==> config.mk <==
export PLATFORM = sky130hd
export DESIGN_NAME = slt_pipe_unit
export DESIGN_NICKNAME = d
export VERILOG_FILES = /design/src/rtl/slt_pipe_unit.sv
export SDC_FILE = /design/constraint.sdc
export NUM_CORES = 1
export LEC_CHECK = 0
export BUFFER_PORTS_ARGS = -buffer_cell sky130_fd_sc_hd__buf_4
export CAP_MARGIN = 10
export CORE_MARGIN = 2
export CORE_UTILIZATION = 45
export CTS_CLUSTER_SIZE = 14
export DETAILED_ROUTE_END_ITERATION = 10
export HOLD_SLACK_MARGIN = 0.08
export PLACE_DENSITY_LB_ADDON = 0.1
export SETUP_SLACK_MARGIN = 0.3
export SLEW_MARGIN = 20
export SYNTH_ARGS = -nofsm -noshare
export SYNTH_HDL_FRONTEND = slang
export SYNTH_SLANG_ARGS = --single-unit
export TNS_END_PERCENT = 1
==> constraint.sdc <==
create_clock -name clk -period 5.72 [get_ports clk]
set_clock_uncertainty 0.15 [all_clocks]
set_input_delay 1.144 -clock clk [delete_from_list [all_inputs] [get_ports clk]]
set_output_delay 1.144 -clock clk [all_outputs]
set_load 0.01 [all_outputs]
==> src/rtl/slt_pipe_unit.sv <==
// Two-stage SLT/SLTU/SLTI/SLTIU unit with valid/ready on both sides and tag pass-through.
// Optional true-result counter is compiled in with `define SLT_STATS_EN.
module slt_pipe_unit #(
    parameter int WIDTH     = 16,
    parameter int IMM_WIDTH = 16,
    parameter int TAG_WIDTH = 5,
    parameter int CNT_WIDTH = 16
) (
    input  logic                 clk,
    input  logic                 rst_n,
    input  logic                 in_valid,
    output logic                 in_ready,
    input  logic [1:0]           op,
    input  logic [WIDTH-1:0]     rs,
    input  logic [WIDTH-1:0]     rt,
    input  logic [IMM_WIDTH-1:0] imm,
    input  logic [TAG_WIDTH-1:0] tag_in,
    output logic                 out_valid,
    input  logic                 out_ready,
    output logic [WIDTH-1:0]     result,
    output logic [TAG_WIDTH-1:0] tag_out
`ifdef SLT_STATS_EN
    ,
    input  logic                 cnt_clr,
    output logic [CNT_WIDTH-1:0] true_count
`endif
);

    if (WIDTH < 2 || IMM_WIDTH < 1 || IMM_WIDTH > WIDTH || TAG_WIDTH < 1 || CNT_WIDTH < 1) begin : g_bad_params
        $error("slt_pipe_unit: illegal parameter combination");
    end

    function automatic logic signed [WIDTH-1:0] sign_ext(input logic [IMM_WIDTH-1:0] v);
        return WIDTH'($signed(v));
    endfunction

    function automatic logic less_than(input logic signed [WIDTH-1:0] a,
                                       input logic signed [WIDTH-1:0] b,
                                       input logic sgn);
        return sgn ? (a < b) : ($unsigned(a) < $unsigned(b));
    endfunction

    logic                    vld_p1;
    logic signed [WIDTH-1:0] a_p1;
    logic signed [WIDTH-1:0] b_p1;
    logic                    signed_p1;
    logic [TAG_WIDTH-1:0]    tag_p1;
    logic                    lt_p2;
    logic                    s2_free;
    logic                    s1_advance;
    logic                    accept;

    assign s2_free    = !out_valid || out_ready;
    assign s1_advance = vld_p1 && s2_free;
    assign in_ready   = !vld_p1 || s1_advance;
    assign accept     = in_valid && in_ready;

    // Stage 1: capture operands; B is chosen and sign-extended here so stage 2 only compares
    always_ff @(posedge clk) begin
        if (accept) begin
            a_p1      <= $signed(rs);
            b_p1      <= op[1] ? sign_ext(imm) : $signed(rt);
            signed_p1 <= ~op[0];
            tag_p1    <= tag_in;
        end
    end

    always_ff @(posedge clk or negedge rst_n) begin
        if (!rst_n) begin
            vld_p1 <= 1'b0;
        end else if (accept) begin
            vld_p1 <= 1'b1;
        end else if (s1_advance) begin
            vld_p1 <= 1'b0;
        end
    end

    // Stage 2: compare; holds while the consumer stalls
    always_ff @(posedge clk or negedge rst_n) begin
        if (!rst_n) begin
            out_valid <= 1'b0;
            lt_p2     <= 1'b0;
            tag_out   <= '0;
        end else begin
            if (s2_free) begin
                out_valid <= vld_p1;
            end
            if (s1_advance) begin
                lt_p2   <= less_than(a_p1, b_p1, signed_p1);
                tag_out <= tag_p1;
            end
        end
    end

    assign result = {{(WIDTH-1){1'b0}}, lt_p2};

`ifdef SLT_STATS_EN
    always_ff @(posedge clk or negedge rst_n) begin
        if (!rst_n) begin
            true_count <= '0;
        end else if (cnt_clr) begin
            true_count <= '0;
        end else if (out_valid && out_ready && lt_p2 && !(&true_count)) begin
            true_count <= true_count + 1'b1;
        end
    end
`endif

endmodule

# Word-level counts from Yosys, hierarchy flattened
# Cells that the tools add are included.
# word_totals
register_bits,46
latchBits,0
mem_bits_rw,0
romBits,0
output_inout_bits,23
elab_cells,22
n_memories,0
# op_classes
n_addsub,0
multipliers,0
n_div,0
order_cmp,2
n_eq_ne,0
shift,0
n_mux,4
bitwise,1
n_reduce_logical,7
# op_table
op,n
$lt 16x16->1,2
$mux 16,1
$mux 1,3
$logic_and 1x1->1,2
$logic_not 1->1,2
$logic_or 1x1->1,2
$reduce_bool 2->1,1
$not 1->1,1

# Depth between registers and ports, before layout
# Gate-level depths: netlist of the first run.
# logic_depth
word_depth,6
ltp_mapped,7
ltp_nobuf,7

# Worst setup path before layout of the first run
# No wires, ideal clock.
# synth_timing
path_type,in2reg
from,in out_ready
to,reg a_p1[0] (enable)
setup_ns,0.399
arrival_time_ns,2.283
t_required_ns,5.171
setup_slack_ns,2.888
stages,2
path_cell_list,nand3b_1 > and2_1
# synth_via
elab_chain_len,4
# synth_lines
element,line_no,text
from (decl),19,"input logic out_ready,"
$logic_or 1x1->1,53,assign s2_free = !out_valid || out_ready;
$logic_and 1x1->1,54,assign s1_advance = vld_p1 && s2_free;
$logic_or 1x1->1,55,assign in_ready = !vld_p1 || s1_advance;
$logic_and 1x1->1,56,assign accept = in_valid && in_ready;
named net accept,51,logic accept;
to (signal assigned),61,a_p1 <= $signed(rs);
to (decl),44,logic signed [WIDTH-1:0] a_p1;
# The timed path passes the listed nets, and every way through them passes these cells.
# A chain may end at the register's enable or synchronous reset.

# Worst setup path after layout of the first run
# layout_timing
from,in out_ready
to,out in_ready
# layout_via
elab_chain_len,3
# layout_lines
element,line_no,text
$logic_or 1x1->1,53,
$logic_and 1x1->1,54,
$logic_or 1x1->1,55,
to (decl),12,"output logic in_ready,"
# No other way between the ends.

==> results of run 1 <==
-- worst min path at each step --
| stage | startpoint | endpoint | slack, ps | depth (start not counted) |
|---|---|---|---|---|
| 6_report | tag_p1[0] | tag_out[0] | 340 | 1 |
| 3_3_place_gp | tag_p1[2] | tag_out[2] | 310 | 1 |
| 4_1_cts | tag_p1[0] | tag_out[0] | 340 | 1 |
| 2_1_floorplan | tag_p1[0] | tag_out[0] | 310 | 1 |
| 3_5_place_dp | tag_p1[0] | tag_out[0] | 320 | 1 |
| 5_1_grt | tag_p1[3] | tag_out[3] | 350 | 1 |
-- routing by layer --
metal  up-vias  wire [microns]  share of wire
met5         -               0              0
met4         0              34          0.010
met3         5             273          0.081
met2        62            1610           0.48
met1       599            1450           0.43
li1        637               -              -
-- state kept, by name, summed over array words and instances, names as in the netlist --
signal,count
lt_p2,1
signed_p1,1
out_valid,1
a_p1,16
vld_p1,1
b_p1,16
tag_p1,5
tag_out,5
-- power by group through the flow --
stage | logic, W | clock network [W] | registers [W]
floorplan | 0.0000697 | 0 | 0.000414
global placement | 0.000117 | 0 | 0.000412
detailed placement | 0.000119 | 0 | 0.000413
CTS | 0.000120 | 0.000235 | 0.000406
global route | 0.000132 | 0.000248 | 0.000409
finish | 0.000118 | 0.000229 | 0.000405
-- synth_stat cells, drive strengths merged --
cell type | count | area (sq um)
buf | 17 | 125
and2 | 1 | 6.26
clkbuf | 1 | 3.75
o211ai | 1 | 7.51
dfrtp | 8 | 200
and4 | 2 | 17.5
nor2 | 1 | 3.75
conb | 1 | 3.75
or2b | 1 | 7.51
edfxtp | 38 | 1140
and3 | 1 | 7.51
mux2 | 22 | 248
a31oi | 2 | 12.5
a21oi | 4 | 20.0
a221oi | 1 | 15.0
nand3b | 1 | 7.51
nand2b | 4 | 25.0
nand2 | 3 | 11.3
a21o | 3 | 22.5
ha | 15 | 188
a211o | 1 | 8.76
inv | 16 | 60.1
o21ai | 4 | 23.8
-- placed cells by master, fill, tap and decap left out, drive strengths merged --
cell and instances:
edfxtp 38, and3 1, buf 66, a221oi 1
nand2 3, and2 1, a21o 3, nor2 1
nand3b 1, dfrtp 8, or2b 1, a21oi 4
nand2b 4, clkbuf 8, ha 15, a211o 1
a31oi 2, o211ai 1, conb 15, mux2 22
and4 2, inv 16, o21ai 4
-- logic make-up (layout without fill, tap and decap cells) --
kind of cell               Yosys count  after routing
DFF                                 46             46
buffers and inverters               34             90
muxes                               22             22
AOI/OAI and AO/OA                   16             16
adders and majority gates           15             15
and+or+nand+nor                     14             14
other                                1             15
-- worst register-to-register path: cells and delay by family (launching register included) --
| kind | cells | cell delay [ps] |
|---|---|---|
| fa+ha+maj | 1 | 320 |
| mux | 1 | 330 |
| flops | 1 | 380 |
| compound gates | 4 | 740 |
-- through the flow --
step / util / hold slack [ps]
detailed placement: 0.566 / 322
finish: 0.589 / 337
floorplan: - / 305
global route: 0.589 / 355
global placement: 0.566 / 307
CTS: 0.589 / 341
-- area by class of cell --
class	count	area share
Inverter	16	0.0217
Timing Repair Buffer	66	0.179
Clock buffer	8	0.0403
Sequential cell	46	0.485
Multi-Input combinational cell	82	0.249
Tap cell	54	0.0244
==> flow_metrics.env, run 1 <==
export IMPL_setup_viol=0
export IMPL_antenna_found_initial=0
export IMPL_critPathTopFamily="buffers and inverters"
export IMPL_clk_pin_slew_ps=80
export IMPL_hold_buffers=0
export IMPL_power_density_nw_per_um2=272
export IMPL_drtIter0Drc=34
export IMPL_hpwlAfterDp_microns=2540
export IMPL_pin_count=82
export IMPL_rows=25
export IMPL_syn2layout_area_growth_pct=27.7
export IMPL_worstPathMaxFanout=3
export IMPL_final_nets=291
export IMPL_critPathBufInv=2
export IMPL_die_w_microns=73.4
export IMPL_startpoint_type="input port"
export IMPL_diodes=0
export IMPL_status="complete, no violations"
export IMPL_cts_resized=0
export IMPL_grt_overflow_total=0
export IMPL_antenna_left=0
export IMPL_grt_max_degree=39
export IMPL_synthAdderAreaFrac=0.0867
export IMPL_synth_mux_area_frac=0.114
export IMPL_wl_per_cell_microns=12.4
export IMPL_start_util=0.462
export IMPL_cts_tree="built"
export IMPL_grt_pass1_vias=1188
export IMPL_cp_depth=3
export IMPL_dp_cells=264
export IMPL_post_route_cells_drive_above_1_share=0.450
export IMPL_dpl_worst_slack_ps=2820
export IMPL_syn_avg_cell_area_sq_um=14.6
export IMPL_finalCritPeriodShare=0.510
export IMPL_crit_end="in_ready"
export IMPL_ir_drop_mv=0.112
export IMPL_hold_viol_final=0
export IMPL_cp_required_ps=4430
export IMPL_ys_seq_area_frac=0.619
export IMPL_cpPeakStageDelay_ps=190
export IMPL_num_vias=1303
export IMPL_slew_headroom=0.427
export IMPL_viasPerCell=4.79
export IMPL_criticalPathCategory="input port to output pin"
export IMPL_max_cap_viol_count=0
export IMPL_r2r_end="lt_p2"
export IMPL_fill_cells=370
export IMPL_htreeDepth=2
export IMPL_firstDrtPassIters=4
export IMPL_total_power_w=0.000752
export IMPL_grt_pass1_wl_microns=5140
export IMPL_swShare=0.218
export IMPL_worstHoldPathType="flop to flop"
export IMPL_syn_area_sq_um=2170
export IMPL_die_h_microns=73.4
export IMPL_combPwrFrac=0.157
export IMPL_slew_violations=0
export IMPL_yosys_warnings=0
export IMPL_critPathCaptureType="output pin"
export IMPL_cp_slowest_cell="nand3b_1"
export IMPL_timing_critical_path_mode_cell="buf_4"
export IMPL_worst_pin_slew_ps=859
export IMPL_cts_sinks=46
export IMPL_drc=0
export IMPL_seq_power_share=0.539
export IMPL_coreArea_sq_um=4690
export IMPL_worstPathArrival_ps=1620
export IMPL_grt_util_met2=0.211
export IMPL_met3_usage=0.0425
export IMPL_grtUsageMet1=0.157
export IMPL_post_cts_buffers=0
export IMPL_p_sw_w=0.000164
export IMPL_grt_setup_unrepaired="no"
export IMPL_p_int_w=0.000588
export IMPL_clkPwrFrac=0.304
export IMPL_ys_ff_latch=46
export IMPL_dieArea_sq_um=5380
export IMPL_synth_xor_area_frac=0
export IMPL_drt_total_wl_microns=3360
export IMPL_fin_tns_setup_ps=0
export IMPL_post_route_min_period_ps=2920
export IMPL_r2r_slack_ps=3680
export IMPL_yosys_area_share_simple=0.0399
export IMPL_reg2reg_from="a_p1[6]"
export IMPL_design_area_sq_um=2770
export IMPL_setup_ws_ps=2800
export IMPL_routabilityCongestion=0.719
export IMPL_multi_input_area_sq_um=689
export IMPL_synth_compound_area_frac=0.0508
export IMPL_gr_usage_all_layers=0.128
export IMPL_critPathLaunch="out_ready"
export IMPL_crit_chain="buf_4 -> nand3b_1 -> buf_4"
export IMPL_max_freq_mhz=343
export IMPL_netlist_instances=148
export IMPL_synth_cell_type_count=27
export IMPL_place_area_sq_um=2650
export IMPL_cts_buffers=5
export IMPL_p_leak_nw=1.26
export IMPL_io_buffers=66
export IMPL_stdcell_count=272
export IMPL_cts_path_max_buffers=2
export IMPL_grt_busiest_layer="met2"
export IMPL_clkLatencyLatePin_ps=290
export IMPL_r2r_cells=6
export IMPL_ff_latch_area_sq_um=1340
export IMPL_cts_root_buffer="clkbuf_8"
export IMPL_synth_top_family_by_area="multiplexers"
(Power assumes the default switching activity.)
==> inputs of run 2 (changes only) <==
--- a/config.mk
+++ b/config.mk
@@ -5,10 +5,11 @@
 export SDC_FILE = /design/constraint.sdc
 export NUM_CORES = 1
 export LEC_CHECK = 0
+export ABC_AREA = 1
 export BUFFER_PORTS_ARGS = -buffer_cell sky130_fd_sc_hd__buf_4
 export CAP_MARGIN = 10
 export CORE_MARGIN = 2
-export CORE_UTILIZATION = 45
+export CORE_UTILIZATION = 44
 export CTS_CLUSTER_SIZE = 14
 export DETAILED_ROUTE_END_ITERATION = 10
 export HOLD_SLACK_MARGIN = 0.08
==> constraint.sdc (replaced) <==
create_clock -name clk -period 2.6 [get_ports clk]
set_clock_uncertainty 0.15 [all_clocks]
set_input_delay 0.52 -clock clk [delete_from_list [all_inputs] [get_ports clk]]
set_output_delay 0.52 -clock clk [all_outputs]
set_load 0.01 [all_outputs]
==> flow_metrics.env, run 2 <==
export IMPL_syn2layout_area_growth_pct=26.5
export IMPL_setup_viol=0
export IMPL_synth_async_reset_ratio=0.174
export IMPL_hold_viol_final=0
export IMPL_cts_path_max_buffers=2
export IMPL_netlist_area_leader_share=0.506
export IMPL_cts_tree="built"
export IMPL_routabilityCongestion=0.675
export IMPL_slew_violations=0
export IMPL_die_h_microns=75.6
export IMPL_total_power_w=0.00166
export IMPL_grt_overflow_total=0
export IMPL_rows=26
export IMPL_p_leak_nw=1.39
export IMPL_wl_per_cell_microns=10.2
export IMPL_startpoint_type="flop"
export IMPL_grt_pass1_wl_microns=5180
export IMPL_post_cts_buffers=0
export IMPL_ys_ff_latch=46
export IMPL_antenna_left=0
export IMPL_drt_total_wl_microns=3280
export IMPL_diodes=0
export IMPL_coreArea_sq_um=5010
export IMPL_clk_pin_slew_ps=80
export IMPL_dieArea_sq_um=5710
export IMPL_power_density_nw_per_um2=581
export IMPL_max_freq_mhz=609
export IMPL_antenna_found_initial=0
export IMPL_fin_tns_setup_ps=0
export IMPL_final_cell_mix="67 x buf_4, 38 x nand2_1, 38 x edfxtp_1"
export IMPL_cts_sinks=46
export IMPL_synth_edf_count=38
export IMPL_synth_common_cells="38 x edfxtp_1, 38 x nand2_1, 22 x inv_1, 16 x buf_4, 15 x ha_1"
export IMPL_cts_root_buffer="clkbuf_8"
export IMPL_ir_drop_mv=0.362
export IMPL_ys_seq_area_frac=0.595
export IMPL_viasPerCell=4.32
export IMPL_critPathCaptureType="output pin"
export IMPL_synth_cell_type_count=23
export IMPL_finalCritPeriodShare=0.631
export IMPL_worstPathMaxFanout=3
export IMPL_num_vias=1394
export IMPL_final_common_cell="buf_4"
export IMPL_biggestRegsByFlops="a_p1: 16 flops, b_p1: 16 flops"
export IMPL_multi_input_area_sq_um=724
export IMPL_syn_avg_cell_area_sq_um=12.4
export IMPL_synth_top_cell_by_area="edfxtp_1"
export IMPL_ff_latch_area_sq_um=1340
export IMPL_hpwlAfterDp_microns=2510
export IMPL_r2r_slack_ps=1000
export IMPL_clkLatencyLatePin_ps=290
export IMPL_worstPathArrival_ps=970
export IMPL_status="complete, no violations"
export IMPL_synthFlopType="edfxtp_1"
export IMPL_htreeDepth=2
export IMPL_io_buffers=66
export IMPL_gr_usage_all_layers=0.125
export IMPL_firstDrtPassIters=5
export IMPL_final_nets=326
export IMPL_drtIter0Drc=27
export IMPL_fill_cells=435
export IMPL_yosys_warnings=0
export IMPL_drc=0
export IMPL_hold_buffers=1
export IMPL_cts_resized=0
export IMPL_grt_pass1_vias=1283
export IMPL_post_route_min_period_ps=1640
export IMPL_post_route_cells_drive_above_1_share=0.372
export IMPL_synthTopCellsByArea="edfxtp_1 51%, dfrtp_1 8.9%, ha_1 8.3%, mux2_4 6.7%, nand2_1 6.3%"
export IMPL_pin_count=82
export IMPL_criticalPathCategory="flop to output pin"
export IMPL_syn_area_sq_um=2250
export IMPL_netlist_instances=181
export IMPL_grt_setup_unrepaired="no"
export IMPL_cts_buffers=5
export IMPL_grt_max_degree=39
export IMPL_max_cap_viol_count=0
export IMPL_worstHoldPathType="input port to flop"
export IMPL_die_w_microns=75.6
export IMPL_cp_required_ps=1930
export IMPL_start_util=0.450
[run 2: final cells by class]
cell class	instances	area share
Timing Repair Buffer	68	0.180
Clock buffer	6	0.0254
Multi-Input combinational cell	104	0.254
Inverter	27	0.0364
Sequential cell	46	0.470
Clock inverter	2	0.00307
Tap cell	70	0.0307
[run 2: cell families (layout without fill, tap and decap cells)]
logic type	after synthesis	count (layout)	synth area share
and+or+nand+nor	50	50	0.0938
DFF	46	46	0.595
buffers and inverters	45	103	0.107
adders and majority gates	15	15	0.0833
muxes	16	16	0.0966
other	1	15	0.00166
AOI/OAI and AO/OA	8	8	0.0228
[run 2: worst max-delay path, stage by stage (launching register included)]
cell and delay (ps):
dfrtp_1 390, nand3_1 130, buf_4 160
[run 2: metrics by stage]
step / hold slack (ps) / cells / area, sq um / util / setup WS (ps)
floorplan: 74.4 / 195 / 2310 / - / 534
global placement: 190 / 314 / 2760 / 0.551 / 803
detailed placement: 190 / 314 / 2760 / 0.551 / 788
CTS: 234 / 323 / 2850 / 0.569 / 943
global route: 228 / 323 / 2850 / 0.569 / 864
finish: 248 / 323 / 2850 / 0.569 / 959
[run 2: path summary, 6_finish.rpt]
kind / startpoint / to / depth (start not counted)
setup / recovery: vld_p1 / in_ready / 2
hold / removal: rs[7] / a_p1[7] / 1
setup reg to reg: vld_p1 / tag_p1[4] / 4
hold reg to reg: tag_p1[4] / tag_out[4] / 2
max in group asynchronous: rst_n / tag_out[0] / 2
min in group asynchronous: rst_n / out_valid / 2
[run 2: routing by layer]
| layer | GRT usage | routed length (microns) |
|---|---|---|
| met5 | 0 | 0 |
| met2 | 0.222 | 1670 |
| met4 | 0.0643 | 64 |
| met1 | 0.134 | 1320 |
| met3 | 0.0397 | 222 |
[run 2: power breakdown]
part	total, W	switching, W	leakage, nW	internal, W
Combinational	0.000335	0.000161	0.881	0.000174
Clock	0.000403	0.000218	0.0426	0.000185
Sequential	0.000920	0.0000295	0.464	0.000890
==> inputs of run 3 (changes only) <==
--- a/config.mk
+++ b/config.mk
@@ -9,7 +9,7 @@
 export BUFFER_PORTS_ARGS = -buffer_cell sky130_fd_sc_hd__buf_4
 export CAP_MARGIN = 10
 export CORE_MARGIN = 2
-export CORE_UTILIZATION = 44
+export CORE_UTILIZATION = 45
 export CTS_CLUSTER_SIZE = 14
 export DETAILED_ROUTE_END_ITERATION = 10
 export HOLD_SLACK_MARGIN = 0.08
==> constraint.sdc (replaced) <==
create_clock -name clk -period 1.55 [get_ports clk]
set_clock_uncertainty 0.15 [all_clocks]
set_input_delay 0.31 -clock clk [delete_from_list [all_inputs] [get_ports clk]]
set_output_delay 0.31 -clock clk [all_outputs]
set_load 0.01 [all_outputs]
==> flow_metrics.env, run 3 (synthesis gave the netlist of run 2 again) <==
export IMPL_critPathCaptureType="flop"
export IMPL_antenna_left=0
export IMPL_cpPeakStageDelay_ps=370
export IMPL_clkPwrFrac=0.233
export IMPL_dieArea_sq_um=5590
export IMPL_max_cap_viol_count=0
export IMPL_cts_sinks=46
export IMPL_cp_required_ps=1580
export IMPL_worstHoldPathType="input port to flop"
export IMPL_htreeDepth=2
export IMPL_p_leak_nw=1.48
export IMPL_critPathTopFamily="simple AND/OR/NAND/NOR gates"
export IMPL_pin_count=82
export IMPL_grt_setup_unrepaired="yes"
export IMPL_holdWs_ps=108
export IMPL_status="finished with violations"
export IMPL_syn2layout_area_growth_pct=40.1
export IMPL_cts_tree="built"
export IMPL_crit_chain="ha_1 -> nand2_1 -> inv_2 -> nand2_1 -> nand2_1 -> nand2_1 -> nand2_1 -> nand2_2 -> nand2_1 -> nand2_1 -> nand3_1 -> nand2_1"
export IMPL_cts_buffers=5
export IMPL_max_freq_mhz=634
export IMPL_gr_usage_all_layers=0.140
export IMPL_p_sw_w=0.000709
export IMPL_cp_slowest_cell="edfxtp_1"
export IMPL_cts_root_buffer="clkbuf_8"
export IMPL_firstDrtPassIters=6
export IMPL_swShare=0.244
export IMPL_clkLatencyLatePin_ps=290
export IMPL_io_buffers=66
export IMPL_final_common_cell="buf_4"
export IMPL_routabilityCongestion=0.700
export IMPL_grt_max_degree=39
export IMPL_clk_pin_slew_ps=80
export IMPL_power_density_nw_per_um2=919
export IMPL_cts_path_max_buffers=2
export IMPL_drc=0
export IMPL_combPwrFrac=0.231
export IMPL_critPathBufInv=1
export IMPL_dpl_worst_slack_ps=-36.9
export IMPL_wl_per_cell_microns=10.3
export IMPL_antenna_found_initial=0
export IMPL_die_w_microns=74.8
export IMPL_final_util=0.660
export IMPL_coreArea_sq_um=4790
export IMPL_num_vias=1486
export IMPL_grt_pass1_vias=1470
export IMPL_viasPerCell=4.36
export IMPL_post_route_cells_drive_above_1_share=0.376
export IMPL_post_cts_buffers=0
export IMPL_startpoint_type="flop"
export IMPL_worstPathMaxFanout=2
export IMPL_drtIter0Drc=70
export IMPL_p_int_w=0.00219
export IMPL_start_util=0.471
export IMPL_hold_viol_final=0
export IMPL_final_cell_mix="58 x buf_4, 38 x edfxtp_1, 36 x nand2_1"
export IMPL_timing_critical_path_mode_cell="nand2_1"
export IMPL_diodes=0
export IMPL_finalCritPeriodShare=1.02
export IMPL_fin_tns_setup_ps=-26.7
export IMPL_post_route_min_period_ps=1580
export IMPL_setup_ws_ps=-26.7
export IMPL_rows=25
export IMPL_criticalPathCategory="flop to flop"
export IMPL_total_power_w=0.00290
export IMPL_final_nets=347
export IMPL_biggestRegsByFlops="a_p1: 16 flops, b_p1: 16 flops"
export IMPL_drt_total_wl_microns=3520
export IMPL_die_h_microns=74.8
export IMPL_setup_viol=1
export IMPL_hpwlAfterDp_microns=2570
export IMPL_grt_overflow_total=0
export IMPL_slew_violations=0
export IMPL_violations="negative setup slack"
export IMPL_worstPathArrival_ps=1610
export IMPL_grt_pass1_wl_microns=5780
export IMPL_seq_power_share=0.537
export IMPL_ir_drop_mv=0.633
==> run 3: cell types whose count changed in the layout (fill, tap and decap cells not counted), moves of 3 or more <==
cell | previous run | this run
buf_6 | 0 | 8
ha_4 | 0 | 3
dlygate4sd3_1 | 1 | 22
buf_4 | 67 | 58
ha_1 | 15 | 12
==> run 3: final cells by class <==
cell class / count / area, sq um
repair buffers: 89 / 766
multi-input cells: 104 / 779
flip-flops and latches: 46 / 1340
fillers: 395 / 1630
clock buffers: 8 / 80.1
inverters: 27 / 108
well taps: 67 / 83.8
==> run 3: final timing paths <==
kind	from	end	slack [ps]	depth (start not counted)
worst max-delay path	a_p1[3]	lt_p2	-30	12
worst min-delay path	in_valid	vld_p1	110	3
worst max register to register	a_p1[3]	lt_p2	-30	12
worst min register to register	tag_p1[3]	tag_out[3]	290	2
max in group asynchronous	rst_n	vld_p1	890	2
min in group asynchronous	rst_n	tag_out[1]	230	2
==> run 3: tightest hold or removal path: stages <==
cell and delay [ps]:
buf_4 80, nand2_2 60, nand2_1 60
==> run 3: what timing repair did <==
item                       CTS  global route
hold endpoints to repair    29             0
setup endpoints to repair   47            47
pin swaps                    5             5
hold buffers                22             0
gates resized for setup      8             7
==> run 3: layer usage <==
layer | track usage | share of wire | wire length (microns)
met1 | 0.145 | 0.39 | 1380
met2 | 0.264 | 0.54 | 1900
met3 | 0.0402 | 0.052 | 183
met4 | 0.0536 | 0.015 | 53
met5 | 0 | 0 | 0
==> run 3: power groups by stage <==
stage	clock network [W]	registers, W	logic, W
final	0.000675	0.00156	0.000670
after global placement	0	0.00157	0.000573
after detailed placement	0	0.00157	0.000579
after global routing	0.000746	0.00157	0.000753
after floorplan	0	0.00159	0.000341
after CTS	0.000701	0.00156	0.000657
==> run 3: per-stage QoR <==
stage	cell area, sq um	cells
detailed placement	2780	311
CTS	3110	341
global route	3160	341
floorplan	2320	195
global placement	2780	311
finish	3160	341
